$ cat config.mk
export PLATFORM = sky130hd
export DESIGN_NAME = sevenseg_capture
export DESIGN_NICKNAME = d
export VERILOG_FILES = /design/src/rtl/sevenseg_capture.sv
export SDC_FILE = /design/constraint.sdc
export NUM_CORES = 1
export LEC_CHECK = 0
export BUFFER_PORTS_ARGS = -buffer_cell sky130_fd_sc_hd__buf_2
export CAP_MARGIN = 25
export CELL_PAD_IN_SITES_DETAIL_PLACEMENT = 0
export CELL_PAD_IN_SITES_GLOBAL_PLACEMENT = 2
export CORE_AREA = 2 2 115 117
export DETAILED_ROUTE_END_ITERATION = 12
export DIE_AREA = 0 0 117 119
export PLACE_DENSITY = 0.62
export SETUP_SLACK_MARGIN = 0.5
export SKIP_CTS_REPAIR_TIMING = 1
export SLEW_MARGIN = 10
export SYNTH_ARGS = -nofsm -noshare
export SYNTH_HDL_FRONTEND = slang
export SYNTH_SLANG_ARGS = --single-unit
export TNS_END_PERCENT = 1
$ cat constraint.sdc
create_clock -name clk -period 2.6 [get_ports clk]
set_clock_uncertainty 0.15 [all_clocks]
set_input_delay 0.52 -clock clk [delete_from_list [all_inputs] [get_ports clk]]
set_output_delay 0.52 -clock clk [all_outputs]
set_load 0.02 [all_outputs]
$ cat src/rtl/sevenseg_capture.sv
// sevenseg_capture: receive side of a multiplexed, active-low 7-segment/anode bus.
// Qualifies each digit pattern for stability and decodes it into a per-digit hex shadow.
`default_nettype none

module sevenseg_capture #(
  parameter int NUM_DIGITS    = 4,
  parameter int STABLE_CYCLES = 4
) (
  input  logic                    clk,
  input  logic                    rst_n,
  input  logic [6:0]              seg_in,
  input  logic [NUM_DIGITS-1:0]   an_in,
  input  logic                    err_clr,
  output logic [4*NUM_DIGITS-1:0] digits,
  output logic [NUM_DIGITS-1:0]   digit_valid,
  output logic                    upd_valid,
  output logic [2:0]              upd_idx,
  output logic [3:0]              upd_nibble,
  output logic                    err
);

  localparam int            SW      = NUM_DIGITS + 7;
  localparam int            CW      = $clog2(STABLE_CYCLES + 1);
  localparam logic [CW-1:0] CNT_MAX = CW'(STABLE_CYCLES);
  localparam logic [CW-1:0] CNT_ONE = CW'(1);

  typedef enum logic [1:0] {
    IDLE   = 2'd0,
    COUNT  = 2'd1,
    LOCKED = 2'd2
  } state_t;

  state_t        state_q, state_d;
  logic [SW-1:0] sample_q;
  logic [SW-1:0] ref_q, ref_d;
  logic [CW-1:0] cnt_q, cnt_d;
  logic          commit;

  logic [3:0]    zeros;
  logic [2:0]    hot_idx;
  logic          one_hot;

  logic [3:0]    dec_nib;
  logic          dec_legal;
  logic          dec_blank;

  logic [4*NUM_DIGITS-1:0] digits_q, digits_d;
  logic [NUM_DIGITS-1:0]   valid_q, valid_d;
  logic                    upd_valid_q, upd_valid_d;
  logic [2:0]              idx_q, idx_d;
  logic [3:0]              nib_q, nib_d;
  logic                    err_q, err_d;

  always_comb begin
    zeros   = 4'd0;
    hot_idx = 3'd0;
    for (int i = 0; i < NUM_DIGITS; i++) begin
      if (!sample_q[7+i]) begin
        zeros   = zeros + 4'd1;
        hot_idx = 3'(i);
      end
    end
  end

  assign one_hot = (zeros == 4'd1);

  always_comb begin
    dec_nib   = 4'h0;
    dec_legal = 1'b1;
    case (sample_q[6:0])
      7'b1000000: dec_nib = 4'h0;
      7'b1111001: dec_nib = 4'h1;
      7'b0100100: dec_nib = 4'h2;
      7'b0110000: dec_nib = 4'h3;
      7'b0011001: dec_nib = 4'h4;
      7'b0010010: dec_nib = 4'h5;
      7'b0000010: dec_nib = 4'h6;
      7'b1111000: dec_nib = 4'h7;
      7'b0000000: dec_nib = 4'h8;
      7'b0011000: dec_nib = 4'h9;
      7'b0001000: dec_nib = 4'hA;
      7'b0000011: dec_nib = 4'hB;
      7'b1000110: dec_nib = 4'hC;
      7'b0100001: dec_nib = 4'hD;
      7'b0000110: dec_nib = 4'hE;
      7'b0001110: dec_nib = 4'hF;
      default:    dec_legal = 1'b0;
    endcase
    dec_blank = (sample_q[6:0] == 7'h7F);
  end

  always_ff @(posedge clk or negedge rst_n) begin
    if (!rst_n) begin
      sample_q <= '1;
      ref_q    <= '1;
      cnt_q    <= '0;
      state_q  <= IDLE;
    end else begin
      sample_q <= {an_in, seg_in};
      ref_q    <= ref_d;
      cnt_q    <= cnt_d;
      state_q  <= state_d;
    end
  end

  // LOCKED shares COUNT's change handling but never advances the counter again.
  always_comb begin
    state_d = state_q;
    ref_d   = ref_q;
    cnt_d   = cnt_q;
    commit  = 1'b0;
    case (state_q)
      IDLE: begin
        if (one_hot) begin
          ref_d   = sample_q;
          cnt_d   = CNT_ONE;
          state_d = COUNT;
        end
      end
      COUNT, LOCKED: begin
        if (sample_q == ref_q) begin
          if (state_q == COUNT) begin
            cnt_d = cnt_q + CNT_ONE;
            if (cnt_d == CNT_MAX) begin
              commit  = 1'b1;
              state_d = LOCKED;
            end
          end
        end else if (one_hot) begin
          ref_d   = sample_q;
          cnt_d   = CNT_ONE;
          state_d = COUNT;
        end else begin
          state_d = IDLE;
        end
      end
      default: state_d = IDLE;
    endcase
  end

  // A commit only happens when sample equals ref, so the sample drives the decode.
  always_comb begin
    digits_d    = digits_q;
    valid_d     = valid_q;
    upd_valid_d = 1'b0;
    idx_d       = idx_q;
    nib_d       = nib_q;
    err_d       = err_q;
    if (err_clr) begin
      err_d = 1'b0;
    end
    if (commit) begin
      upd_valid_d = 1'b1;
      idx_d       = hot_idx;
      nib_d       = dec_legal ? dec_nib : 4'h0;
      for (int i = 0; i < NUM_DIGITS; i++) begin
        if (hot_idx == 3'(i)) begin
          digits_d[4*i +: 4] = nib_d;
          valid_d[i]         = dec_legal;
        end
      end
      if (!dec_legal && !dec_blank) begin
        err_d = 1'b1;
      end
    end
  end

  always_ff @(posedge clk or negedge rst_n) begin
    if (!rst_n) begin
      digits_q    <= '0;
      valid_q     <= '0;
      upd_valid_q <= 1'b0;
      idx_q       <= 3'd0;
      nib_q       <= 4'h0;
      err_q       <= 1'b0;
    end else begin
      digits_q    <= digits_d;
      valid_q     <= valid_d;
      upd_valid_q <= upd_valid_d;
      idx_q       <= idx_d;
      nib_q       <= nib_d;
      err_q       <= err_d;
    end
  end

  assign digits      = digits_q;
  assign digit_valid = valid_q;
  assign upd_valid   = upd_valid_q;
  assign upd_idx     = idx_q;
  assign upd_nibble  = nib_q;
  assign err         = err_q;

endmodule

`default_nettype wire

Word-level counts from Yosys, hierarchy flattened
Index checks and enable logic that the tools add are counted.

operators by class
  $add $sub $neg = 4
  equality and inequality tests = 28
  mux-type cells = 31
  reduce and logical (&&, ||, !) cells = 16

operators with widths
  kind                   number
  $pmux W4 S15           1
  $eq A7 B7 Y1 const B   5
  $mux W11               2
  $pmux W11 S2           1
  $eq A7 B5 Y1 const B   3
  $eq A7 B6 Y1 const B   3
  $mux W4                4
  $reduce_or A16 Y1      1
  $mux W3                5
  $eq A7 B2 Y1 const B   2
  $eq A7 B4 Y1 const B   2
  $add A4 B1 Y4 const B  3
  $mux W1                12
  $reduce_and A2 Y1      6
  $eq A11 B11 Y1         1
  $mux W2                4
  $eq A7 B3 Y1 const B   1
  $logic_not A7 Y1       1
  $eq A3 B2 Y1 const B   2
  $ne A3 B3 Y1 const B   2
  $pmux W3 S2            1
  $eq A4 B1 Y1 const B   1
  $ne A2 B2 Y1 const B   2
  $pmux W2 S2            1
  other kinds (12)       13

word-level totals
  bits in registers = 56
  bits of input ports = 14
  output and inout port bits = 29
  word-level logic and storage cells = 95

Longest topological paths before layout
Gate-level depths: netlist (run 1).

  depth in word-level cells = 11
  gate-level depth with buffers = 10
  mapped depth without buffers = 9

Worst setup path after synthesis (run 1)
OpenSTA, ideal clock, no wires.

  kind = reg2reg
  start = register sample_q[8]
  end = register ref_q[2]
  library setup time = 0.082 ns
  data arrival time = 2.438 ns
  required time = 2.368 ns
  slack = -0.070 ns
  cell stages (with the launch flop) = 10
  buffers on the path = 1
  clock period less this slack = 2.670 ns
  cell sequence = dfstp_2 -> inv_1 -> ha_1 -> xnor2_1 -> ha_1 -> nor3_1 -> a32oi_1 -> nor3_2 -> buf_4 -> mux2_2

between the ends
  longest elaborated chain between the ends = 9
  elaborated cells on any way between the ends = 12
  those cells by class = add/sub: 2; eq/ne: 3; mux: 6; reduce/logical: 1

RTL lines
  element                 RTL line  text
  start, declared         34        logic [SW-1:0] sample_q;
  start signal, assigned  99        sample_q <= {an_in, seg_in};
  $mux W4                 58        if (!sample_q[7+i]) begin
  $add A4 B1 Y4           59        zeros = zeros + 4'd1;
  $mux W4                 58
  $add A4 B1 Y4           59
  $mux W4                 58
  $eq A4 B1 Y1            65        assign one_hot = (zeros == 4'd1);
  $mux W11 (2 in a row)   n/a
  $pmux W11 S2            n/a
  end signal, assigned    100       ref_q <= ref_d;
  end, declared           35        logic [SW-1:0] ref_q, ref_d;

Parallel ways exist; a longest one is shown, timed or not. The select of a mux whose other input is x is not followed.
A chain may end at the register's enable or synchronous reset.

Worst setup path after layout (run 1)
  start = register sample_q[9]
  end = register digits_q[1] (netlist: digits[1])

between the ends
  longest elaborated chain between the ends = 4
  elaborated cells on any way between the ends = 7
  those cells by class = eq/ne: 1; mux: 4; reduce/logical: 2

RTL lines
  element                                             RTL line  text
  $eq A11 B11 Y1 / $mux W3 (equally long branches)    121, 58
  $mux W1 / $mux W3 (equally long branches)           121, 58
  $mux W1 / $logic_not A3 Y1 (equally long branches)  112, 157
  $reduce_and A2 Y1 (no line) *                       n/a
  end signal, assigned                                177       digits_q <= digits_d;
  end, declared                                       47        logic [4*NUM_DIGITS-1:0] digits_q, digits_d;

Every way passes the cells marked *; elsewhere a longest branch is shown, timed or not.

==> Implementation_results.wiki, run 1 <==
{| class="wikitable"
! Metric !! Value
|-
| Maximum Capacitance Violations || 0
|-
| Depth of the worst register-to-register path || 6
|-
| DR vias/cell || 4.342
|-
| Die outline width || 117 um
|-
| Post-Syn Nets || 250
|-
| Average footprint of a synthesized cell || 12.44 sq um
|-
| Crit path max fanout || 6
|-
| Count of non-filler cells in the finished layout || 465
|-
| Maximum number of pins on one net before global-route repair || 29
|-
| Post-synthesis sequential area ratio || 0.4949
|-
| Std-Cell Core Area || 0.01287 sq mm
|-
| Clock Latency Late Sink || 0.31 ns
|-
| Post-detailed-route count of antenna-violating nets || 0
|-
| Vias in the first global route || 2086
|-
| Global-route wire length before repair || 11250 um
|-
| Clock buffer depth || 2
|-
| Critical path type || reg -> reg
|-
| Share of async-settable or async-resettable flops after synthesis || 1.000
|-
| Count of clock tree sinks || 55
|-
| Number of iterations in the first detailed-routing pass || 4
|-
| Die Height || 119 um
|-
| Maximum clock frequency || 414.9 MHz
|-
| I/O pin total || 43
|-
| Via count || 2019
|-
| Leakage component of the power || 1.697 nW
|-
| Final Net Count || 310
|-
| Die Area || 0.01392 sq mm
|-
| Final setup violation count || 0
|-
| Number of enable flip-flop cells after synthesis || 0
|-
| Mapped Cells || 228
|-
| Total Wirelength || 6849 um
|-
| Placed wire-length estimate || 5023 um
|-
| Slew margin rel. || 0.5357
|-
| CP arrival || 2.46 ns
|-
| Transition at the pin with the smallest max-transition slack || 0.6965 ns
|-
| Total power per unit cell area || 638.3 mW/mm^2
|-
| Count of distinct cell types in the synthesized netlist || 52
|-
| Initial antenna violation count || 0
|-
| Setup total negative slack || 0 ns
|-
| Fraction of layout instances using a drive strength above 1 || 0.5571
|-
| Crit path from || sample_q[9]
|-
| Grt total ovfl || 0
|-
| Max VDD drop || 256.7 uV
|-
| Non-Filler Cell Area, Final || 0.003709 sq mm
|-
| Setup slack after layout || 0.1899 ns
|-
| # diodes || 0
|-
| Worst R2R End || digits[1]
|-
| Final period utilization || 0.9270
|-
| Fill cell total of the finished layout || 1331
|-
| Effective utilization at floorplan || 0.2203
|-
| Setup repair after global routing missed its margin || yes
|-
| R2R Setup Slk || 0.19 ns
|-
| Combined area of the multi-input logic cells || 0.001475 sq mm
|-
| CTS HTree Levels || 2
|-
| Num CTS Buffers || 5
|-
| Worst setup path end || digits[1]
|-
| Worst min-delay path class || in -> async
|-
| Routed length per placed instance || 14.73 um
|-
| Critical Path Sink Type || register
|-
| Count of port buffers added during placement || 41
|-
| Most used flip-flop cell after synthesis || dfrtp_1
|-
| Cell Rows || 42
|-
| Shortest clock period the worst path allows after layout || 2.410 ns
|-
| Total placed instance area || 0.003447 sq mm
|-
| DRC marker count from the first detailed-route iteration || 74
|-
| Min Hold Slack || 0.09999 ns
|-
| Total instance count after detailed placement || 451
|-
| Startpoint class of the critical path || register
|-
| Clock tree root buffer cell || clkbuf_16
|-
| DRC violations left || 0
|-
| Post-synthesis to final-layout area growth || 30.75%
|-
| Number of warnings reported in the yosys synthesis log || 0
|-
| Total count of hold-check failures in the final report || 0
|-
| Post-synthesis instance area || 0.002836 sq mm
|-
| Flip-flop and latch count after synthesis || 55
|-
| Routability cong. || 0.7191
|-
| Data required, critical path || 2.65 ns
|-
| Crit Reg-Reg Startpoint || sample_q[9]
|-
| Most used cells in the layout excluding fill and tap cells || buf_2 (41), dfrtp_1 (33), mux2_2 (27), buf_4 (23), dfstp_2 (22)
|-
| CTS tree || built
|-
| Storage cell area || 0.001404 sq mm
|-
| Post-placement setup slack || 0.1169 ns
|-
| Clock-pin slew of the registers on the worst-case setup and hold paths || 0.08 ns
|-
| Result of the run || complete, no violations
|-
| Combined global-route utilization of all metal layers || 0.1051
|-
| Most common cell after layout, fill and taps aside || buf_2
|-
| Number of pins exceeding their max-slew limit in the final report || 0
|}
[synthesized netlist by cell type, types with 3 or more instances]
cell | instances | area share
a211oi_1 | 3 | 0.0079
a21oi_1 | 4 | 0.0071
buf_2 | 3 | 0.0053
clkbuf_1 | 7 | 0.0093
dfrtp_1 | 33 | 0.29
dfstp_2 | 22 | 0.20
ha_1 | 8 | 0.035
inv_1 | 11 | 0.015
mux2_1 | 3 | 0.012
mux2_2 | 35 | 0.14
nand2_1 | 8 | 0.011
nand2b_1 | 3 | 0.0066
nand3_1 | 4 | 0.0071
nand3b_1 | 3 | 0.0079
nand4_1 | 4 | 0.0088
nor2_1 | 4 | 0.0053
nor3_1 | 5 | 0.0088
nor4_4 | 3 | 0.022
nor4bb_1 | 4 | 0.014
o21ai_0 | 7 | 0.012
o22ai_1 | 3 | 0.0066
xnor2_1 | 5 | 0.015
xor2_1 | 10 | 0.031
[worst min path at each step]
stage | startpoint | to | slack [ns] | cells after the start
after floorplan | rst_n | cnt_q[0] | 0.07 | 0
after global placement | upd_idx[1] | upd_idx[1] | 0.34 | 1
after detailed placement | digits[4] | digits[4] | 0.34 | 1
after CTS | rst_n | upd_idx[0] | 0.13 | 1
after global routing | an_in[3] | sample_q[10] | 0.14 | 1
final | rst_n | upd_valid | 0.1 | 1
[registers in the layout (all words and copies together) (netlist names)]
register     flops
upd_nibble       4
upd_idx          2
cnt_q            3
err              1
state_q          2
sample_q        11
digits          16
ref_q           11
digit_valid      4
upd_valid        1
[kinds of logic (layout without fill, tap and decap cells)]
logic type,Yosys count,in the layout,share of synthesized area
flops,55,55,0.4949
simple gates,55,55,0.1539
mux,38,38,0.1509
compound gates,32,32,0.07896
buf+inv,24,85,0.03838
xor+xnor,15,15,0.04631
fa+ha+maj,8,8,0.03529
other cells,1,1,0.001322
[per-layer routing]
metal	vias to the layer above	wire [um]	GRT usage
met3	8	271	0.02646
met4	0	110	0.03750
met2	38	3233	0.1611
met1	1013	3233	0.1429
li1	960	-	-
met5	-	0	0
[stage by stage]
stage / utilization / total power [mW]
detailed placement: 0.2677 / 1.609
finish: 0.2880 / 2.367
floorplan: - / 1.469
global route: 0.2880 / 2.495
global placement: 0.2677 / 1.600
CTS: 0.2799 / 2.351
[where the power goes]
part	switching (mW)	internal (mW)	total, mW	leakage [nW]
clock network	0.350	0.373	0.723	0.0778
logic	0.276	0.286	0.561	0.933
registers	0.0808	1.00	1.08	0.686
total	0.706	1.66	2.37	1.70
[critical path, stage by stage, from the launching register on]
cell and delay, ns:
dfstp_2 0.58, xor2_1 0.13, nor4_4 0.34, nand4_4 0.24
nor4_4 0.35, buf_4 0.19, mux2_2 0.33
[final cells by class]
| class | instances | area share |
|---|---|---|
| clock buffers | 5 | 0.03374 |
| clock inverters | 3 | 0.008435 |
| inverters | 11 | 0.01181 |
| multi-input cells | 149 | 0.3978 |
| flip-flops and latches | 55 | 0.3785 |
| well taps | 176 | 0.05938 |
| repair buffers | 66 | 0.1103 |
No activity file was read; power rests on OpenSTA's default activity.
==> inputs of run 2 (changes only) <==
Settings changed: CORE_AREA 2 2 115 117 to 2 2 109 122, DIE_AREA 0 0 117 119 to 0 0 111 124, PLACE_DENSITY 0.62 to unset, PLACE_DENSITY_LB_ADDON set to 0.1.
==> run 2 against run 1 <==
Maximum frequency shrank 1.5%. Worst setup slack worse by 0.036 ns. Via count decreased by 2.5%. Worst hold slack improved by 0.0062 ns. Routed wire length increased by 4.1%. Combinational power shrank 3%. Critical endpoint is now digits[4]. Largest power group unchanged.
==> Implementation_results.wiki, run 2 (synthesis gave the netlist of run 1 again) <==
{| class="wikitable"
! Metric !! Value
|-
| Final setup violation count || 0 (unchanged)
|-
| Clock tree root buffer cell || clkbuf_16 (unchanged)
|-
| Critical path type || reg -> reg (unchanged)
|-
| Leakage component of the power || 1.712 nW (was 1.697 nW)
|-
| Clock-pin slew of the registers on the worst-case setup and hold paths || 0.08 ns (about the same)
|-
| Shortest clock period the worst path allows after layout || 2.446 ns (was 2.410 ns)
|-
| CTS tree || built (unchanged)
|-
| Die outline width || 111 um (was 117 um)
|-
| Fraction of layout instances using a drive strength above 1 || 0.5529 (was 0.5571)
|-
| Fill cell total of the finished layout || 1265 (was 1331)
|-
| Routability cong. || 0.7495 (was 0.7191)
|-
| Die Height || 124 um (was 119 um)
|-
| CP arrival || 2.49 ns (was 2.46 ns)
|-
| Combined global-route utilization of all metal layers || 0.1110 (was 0.1051)
|-
| Maximum number of pins on one net before global-route repair || 29 (unchanged)
|-
| Grt total ovfl || 0 (unchanged)
|-
| Total power per unit cell area || 634.0 mW/mm^2 (was 638.3 mW/mm^2)
|-
| Crit path max fanout || 7 (was 6)
|-
| CTS HTree Levels || 2 (unchanged)
|-
| DR vias/cell || 4.376 (was 4.342)
|-
| Post-synthesis to final-layout area growth || 29.51% (was 30.75%)
|-
| Data required, critical path || 2.64 ns (was 2.65 ns)
|-
| Routed length per placed instance || 15.85 um (was 14.73 um)
|-
| Min Hold Slack || 0.1062 ns (was 0.09999 ns)
|-
| Clock Latency Late Sink || 0.30 ns (was 0.31 ns)
|-
| Worst min-delay path class || in -> async (unchanged)
|-
| Combined area of the multi-input logic cells || 0.001439 sq mm (was 0.001475 sq mm)
|-
| Post-detailed-route count of antenna-violating nets || 0 (unchanged)
|-
| Total count of hold-check failures in the final report || 0 (unchanged)
|-
| Clock buffer depth || 2 (unchanged)
|-
| I/O pin total || 43 (unchanged)
|-
| Num CTS Buffers || 5 (unchanged)
|-
| Setup repair after global routing missed its margin || yes (unchanged)
|-
| Transition at the pin with the smallest max-transition slack || 0.6740 ns (was 0.6965 ns)
|-
| Cell Rows || 43 (was 42)
|-
| Vias in the first global route || 2130 (was 2086)
|-
| Via count || 1969 (was 2019)
|-
| Final period utilization || 0.9409 (was 0.9270)
|-
| # diodes || 0 (unchanged)
|-
| Most used cells in the layout excluding fill and tap cells || buf_2 (41), dfrtp_1 (33), mux2_2 (27), buf_4 (27), dfstp_2 (22) (was buf_2 (41), dfrtp_1 (33), mux2_2 (27), buf_4 (23), dfstp_2 (22))
|-
| Global-route wire length before repair || 11840 um (was 11250 um)
|-
| Placed wire-length estimate || 5392 um (was 5023 um)
|-
| Depth of the worst register-to-register path || 6 (unchanged)
|-
| Crit Reg-Reg Startpoint || sample_q[9] (unchanged)
|-
| Final core utilization || 0.2956 (was 0.2880)
|-
| Std-Cell Core Area || 0.01243 sq mm (was 0.01287 sq mm)
|-
| Count of clock tree sinks || 55 (unchanged)
|-
| Count of port buffers added during placement || 41 (unchanged)
|-
| Critical Path Sink Type || register (unchanged)
|-
| Effective utilization at floorplan || 0.2282 (was 0.2203)
|-
| Max VDD drop || 286.1 uV (was 256.7 uV)
|-
| Number of pins exceeding their max-slew limit in the final report || 0 (unchanged)
|-
| Total Wirelength || 7132 um (was 6849 um)
|-
| Worst R2R End || digits[4] (was digits[1])
|-
| Result of the run || complete, no violations (unchanged)
|-
| Initial antenna violation count || 0 (unchanged)
|-
| Maximum clock frequency || 408.8 MHz (was 414.9 MHz)
|-
| Maximum Capacitance Violations || 0 (unchanged)
|-
| Storage cell area || 0.001404 sq mm (unchanged)
|-
| Most common cell after layout, fill and taps aside || buf_2 (unchanged)
|-
| Final Net Count || 314 (was 310)
|-
| Slew margin rel. || 0.5507 (was 0.5357)
|-
| Number of iterations in the first detailed-routing pass || 4 (unchanged)
|-
| Max reg flops || 16 (unchanged)
|-
| R2R Setup Slk || 0.15 ns (was 0.19 ns)
|-
| Die Area || 0.01376 sq mm (was 0.01392 sq mm)
|-
| DRC marker count from the first detailed-route iteration || 52 (was 74)
|-
| DRC violations left || 0 (unchanged)
|-
| Startpoint class of the critical path || register (unchanged)
|}
==> run 2: where the power goes <==
group	total [mW]	switching (mW)	leakage (nW)	internal, mW
registers	1.07	0.0737	0.686	1.00
clock network	0.708	0.340	0.0759	0.368
logic	0.546	0.269	0.950	0.277
==> run 2: worst max-delay path: stages, from the launching register on <==
cell and delay [ns]:
dfstp_2 0.61, xor2_1 0.14, nor4_4 0.33, nand4_4 0.25, nor4_4 0.32, buf_4 0.19, mux2_2 0.34
==> run 2: area by class of cell <==
| class | count | area share |
|---|---|---|
| multi-input cells | 149 | 0.3917 |
| flip-flops and latches | 55 | 0.3822 |
| repair buffers | 70 | 0.1196 |
| well taps | 157 | 0.05347 |
| clock buffers | 5 | 0.03406 |
| inverters | 11 | 0.01124 |
| clock inverters | 3 | 0.007834 |
==> run 2: layer usage <==
metal | vias up | global-route usage | share of wire
met4 | 0 | 0.03516 | 0.013
met5 | - | 0 | 0
met1 | 969 | 0.1499 | 0.48
li1 | 960 | - | -
met3 | 5 | 0.02092 | 0.030
met2 | 35 | 0.1814 | 0.47
==> run 2: through the flow <==
step | power, mW | area [sq um] | setup TNS (ns) | std cells | setup slack, ns
floorplan | 1.469 | 2938 | 0 | 228 | 0.1065
global placement | 1.629 | 3448 | -0.09466 | 437 | -0.02063
detailed placement | 1.626 | 3448 | -0.1564 | 437 | -0.03343
CTS | 2.365 | 3602 | -0.2359 | 445 | -0.04845
global route | 2.473 | 3674 | 0 | 450 | 0.01758
finish | 2.329 | 3674 | 0 | 450 | 0.1537
==> run 2: how the worst max path moves through the flow <==
stage / end / from / slack (ns)
2_1_floorplan: ref_q[0] / sample_q[8] / 0.11
3_3_place_gp: digits[6] / sample_q[9] / -0.02
3_5_place_dp: digits[6] / sample_q[9] / -0.03
4_1_cts: digits[4] / sample_q[9] / -0.05
5_1_grt: ref_q[1] / sample_q[7] / 0.02
6_report: digits[4] / sample_q[9] / 0.15
==> inputs of run 3 (changes only) <==
Settings changed: MAX_ROUTING_LAYER set to met4.
==> run 3 against run 2 <==
Total power about the same. Combinational power about the same. Final cell count unchanged. Maximum frequency about the same. Clock power about the same. Sequential power about the same. Flip-flop and latch count unchanged. Non-clock buffer count unchanged. Largest cell class unchanged. Largest power group unchanged. Highest routed layer unchanged.
==> Implementation_results.wiki, run 3 (synthesis gave the netlist of run 1 again) <==
{| class="wikitable"
! Metric !! Value
|-
| Result of the run || complete, no violations (unchanged)
|-
| Most common cell after layout, fill and taps aside || buf_2 (unchanged)
|-
| Initial antenna violation count || 0 (unchanged)
|-
| Die Height || 124 um (unchanged)
|-
| Routed length per placed instance || 15.90 um (was 15.85 um)
|-
| Routability cong. || 0.7591 (was 0.7495)
|-
| Min Hold Slack || 0.1077 ns (was 0.1062 ns)
|-
| Total count of hold-check failures in the final report || 0 (unchanged)
|-
| Via count || 1973 (was 1969)
|-
| DRC violations left || 0 (unchanged)
|-
| Clock buffer depth || 2 (unchanged)
|-
| Max VDD drop || 287.7 uV (was 286.1 uV)
|-
| Maximum Capacitance Violations || 0 (unchanged)
|-
| Combined global-route utilization of all metal layers || 0.1147 (was 0.1110)
|-
| Final Net Count || 314 (unchanged)
|-
| Setup slack after layout || 0.1529 ns (was 0.1537 ns)
|-
| Placed wire-length estimate || 5392 um (unchanged)
|-
| R2R Setup Slk || 0.15 ns (about the same)
|-
| # diodes || 0 (unchanged)
|-
| Switch Pwr || 0.6843 mW (was 0.6824 mW)
|-
| Post-detailed-route count of antenna-violating nets || 0 (unchanged)
|-
| CTS HTree Levels || 2 (unchanged)
|-
| Clock network power share || 0.304 (about the same)
|-
| I/O pin total || 43 (unchanged)
|-
| Fraction of power consumed by combinational cells || 0.234 (about the same)
|-
| Startpoint class of the critical path || register (unchanged)
|-
| Effective utilization at floorplan || 0.2282 (unchanged)
|-
| Leakage component of the power || 1.712 nW (unchanged)
|-
| Most used cells in the layout excluding fill and tap cells || buf_2 (41), dfrtp_1 (33), mux2_2 (27), buf_4 (27), dfstp_2 (22) (unchanged)
|-
| Grt total ovfl || 0 (unchanged)
|-
| Max reg flops || 16 (unchanged)
|-
| Std-Cell Core Area || 0.01243 sq mm (unchanged)
|-
| Final period utilization || 0.9412 (was 0.9409)
|-
| Final core utilization || 0.2956 (unchanged)
|-
| Total power per unit cell area || 634.5 mW/mm^2 (was 634.0 mW/mm^2)
|-
| Number of iterations in the first detailed-routing pass || 4 (unchanged)
|-
| CTS tree || built (unchanged)
|-
| Setup repair after global routing missed its margin || yes (unchanged)
|-
| Worst min-delay path class || in -> async (unchanged)
|-
| Shortest clock period the worst path allows after layout || 2.447 ns (was 2.446 ns)
|-
| Die outline width || 111 um (unchanged)
|-
| Reg power frac || 0.461 (was 0.462)
|-
| Clock-pin slew of the registers on the worst-case setup and hold paths || 0.08 ns (about the same)
|-
| Clock tree root buffer cell || clkbuf_16 (unchanged)
|-
| Total placed instance area || 0.003448 sq mm (unchanged)
|-
| Count of clock tree sinks || 55 (unchanged)
|-
| Transition at the pin with the smallest max-transition slack || 0.6780 ns (was 0.6740 ns)
|-
| Maximum number of pins on one net before global-route repair || 29 (unchanged)
|-
| Switching portion of total power || 0.2936 (was 0.2930)
|-
| Non-Filler Cell Area, Final || 0.003674 sq mm (unchanged)
|-
| Data required, critical path || 2.64 ns (about the same)
|-
| DR vias/cell || 4.384 (was 4.376)
|-
| Total Wirelength || 7155 um (was 7132 um)
|-
| Final Total Pwr || 2.331 mW (was 2.329 mW)
|-
| Critical path type || reg -> reg (unchanged)
|-
| Slew margin rel. || 0.5480 (was 0.5507)
|-
| Critical Path Sink Type || register (unchanged)
|-
| Final setup violation count || 0 (unchanged)
|-
| Count of port buffers added during placement || 41 (unchanged)
|-
| CP arrival || 2.49 ns (about the same)
|-
| Total instance count after detailed placement || 437 (unchanged)
|-
| Fraction of layout instances using a drive strength above 1 || 0.5529 (unchanged)
|-
| Vias in the first global route || 2124 (was 2130)
|-
| Cell internal pwr || 1.647 mW (about the same)
|-
| Global-route wire length before repair || 11870 um (was 11840 um)
|-
| Crit path max fanout || 7 (unchanged)
|-
| Num CTS Buffers || 5 (unchanged)
|-
| Maximum clock frequency || 408.6 MHz (was 408.8 MHz)
|-
| Setup total negative slack || 0 ns (unchanged)
|-
| Number of pins exceeding their max-slew limit in the final report || 0 (unchanged)
|-
| Post-synthesis to final-layout area growth || 29.51% (unchanged)
|-
| Cell Rows || 43 (unchanged)
|-
| Count of non-filler cells in the finished layout || 450 (unchanged)
|-
| Clock Latency Late Sink || 0.30 ns (about the same)
|-
| DRC marker count from the first detailed-route iteration || 56 (was 52)
|-
| Post-placement setup slack || -0.03343 ns (unchanged)
|-
| Die Area || 0.01376 sq mm (unchanged)
|}
-- run 3: cell counts in the layout (fill, tap and decap cells not counted) --
No cell type changed its count.
-- run 3: power groups by stage --
stage | combinational (mW) | sequential (mW) | clock (mW)
3_5_place_dp | 0.534 | 1.09 | 0
2_1_floorplan | 0.402 | 1.07 | 0
6_report | 0.546 | 1.08 | 0.710
5_1_grt | 0.600 | 1.09 | 0.781
3_3_place_gp | 0.536 | 1.09 | 0
4_1_cts | 0.537 | 1.08 | 0.751
-- run 3: area by class of cell --
class	instances	area (sq um)
Tap cell	157	196.4
Clock inverter	3	28.78
Inverter	11	41.29
Multi-Input combinational cell	149	1439
Fill cell	1265	8755
Clock buffer	5	125.1
Sequential cell	55	1404
Timing Repair Buffer	70	439.2
-- run 3: path summary, 6_finish.rpt --
path | startpoint | endpoint | depth (start not counted)
setup / recovery | sample_q[9] | digits[4] | 6
hold / removal | rst_n | err | 1
setup reg to reg | sample_q[9] | digits[4] | 6
hold reg to reg | digits[2] | digits[2] | 1
max in group asynchronous | rst_n | digit_valid[2] | 2
min in group clk | an_in[3] | sample_q[10] | 1
-- run 3: critical path: stages (launching register included) --
cell and delay [ns]:
dfstp_2 0.61, xor2_1 0.14, nor4_4 0.33, nand4_4 0.25, nor4_4 0.32, buf_4 0.19, mux2_2 0.34
-- run 3: routing by layer --
layer,up-vias,GRT usage,wire [um]
met5,-,-,0
met3,6,0.01946,193
met2,36,0.1810,3383
met4,0,0.03516,89
met1,974,0.1523,3488
li1,957,-,-
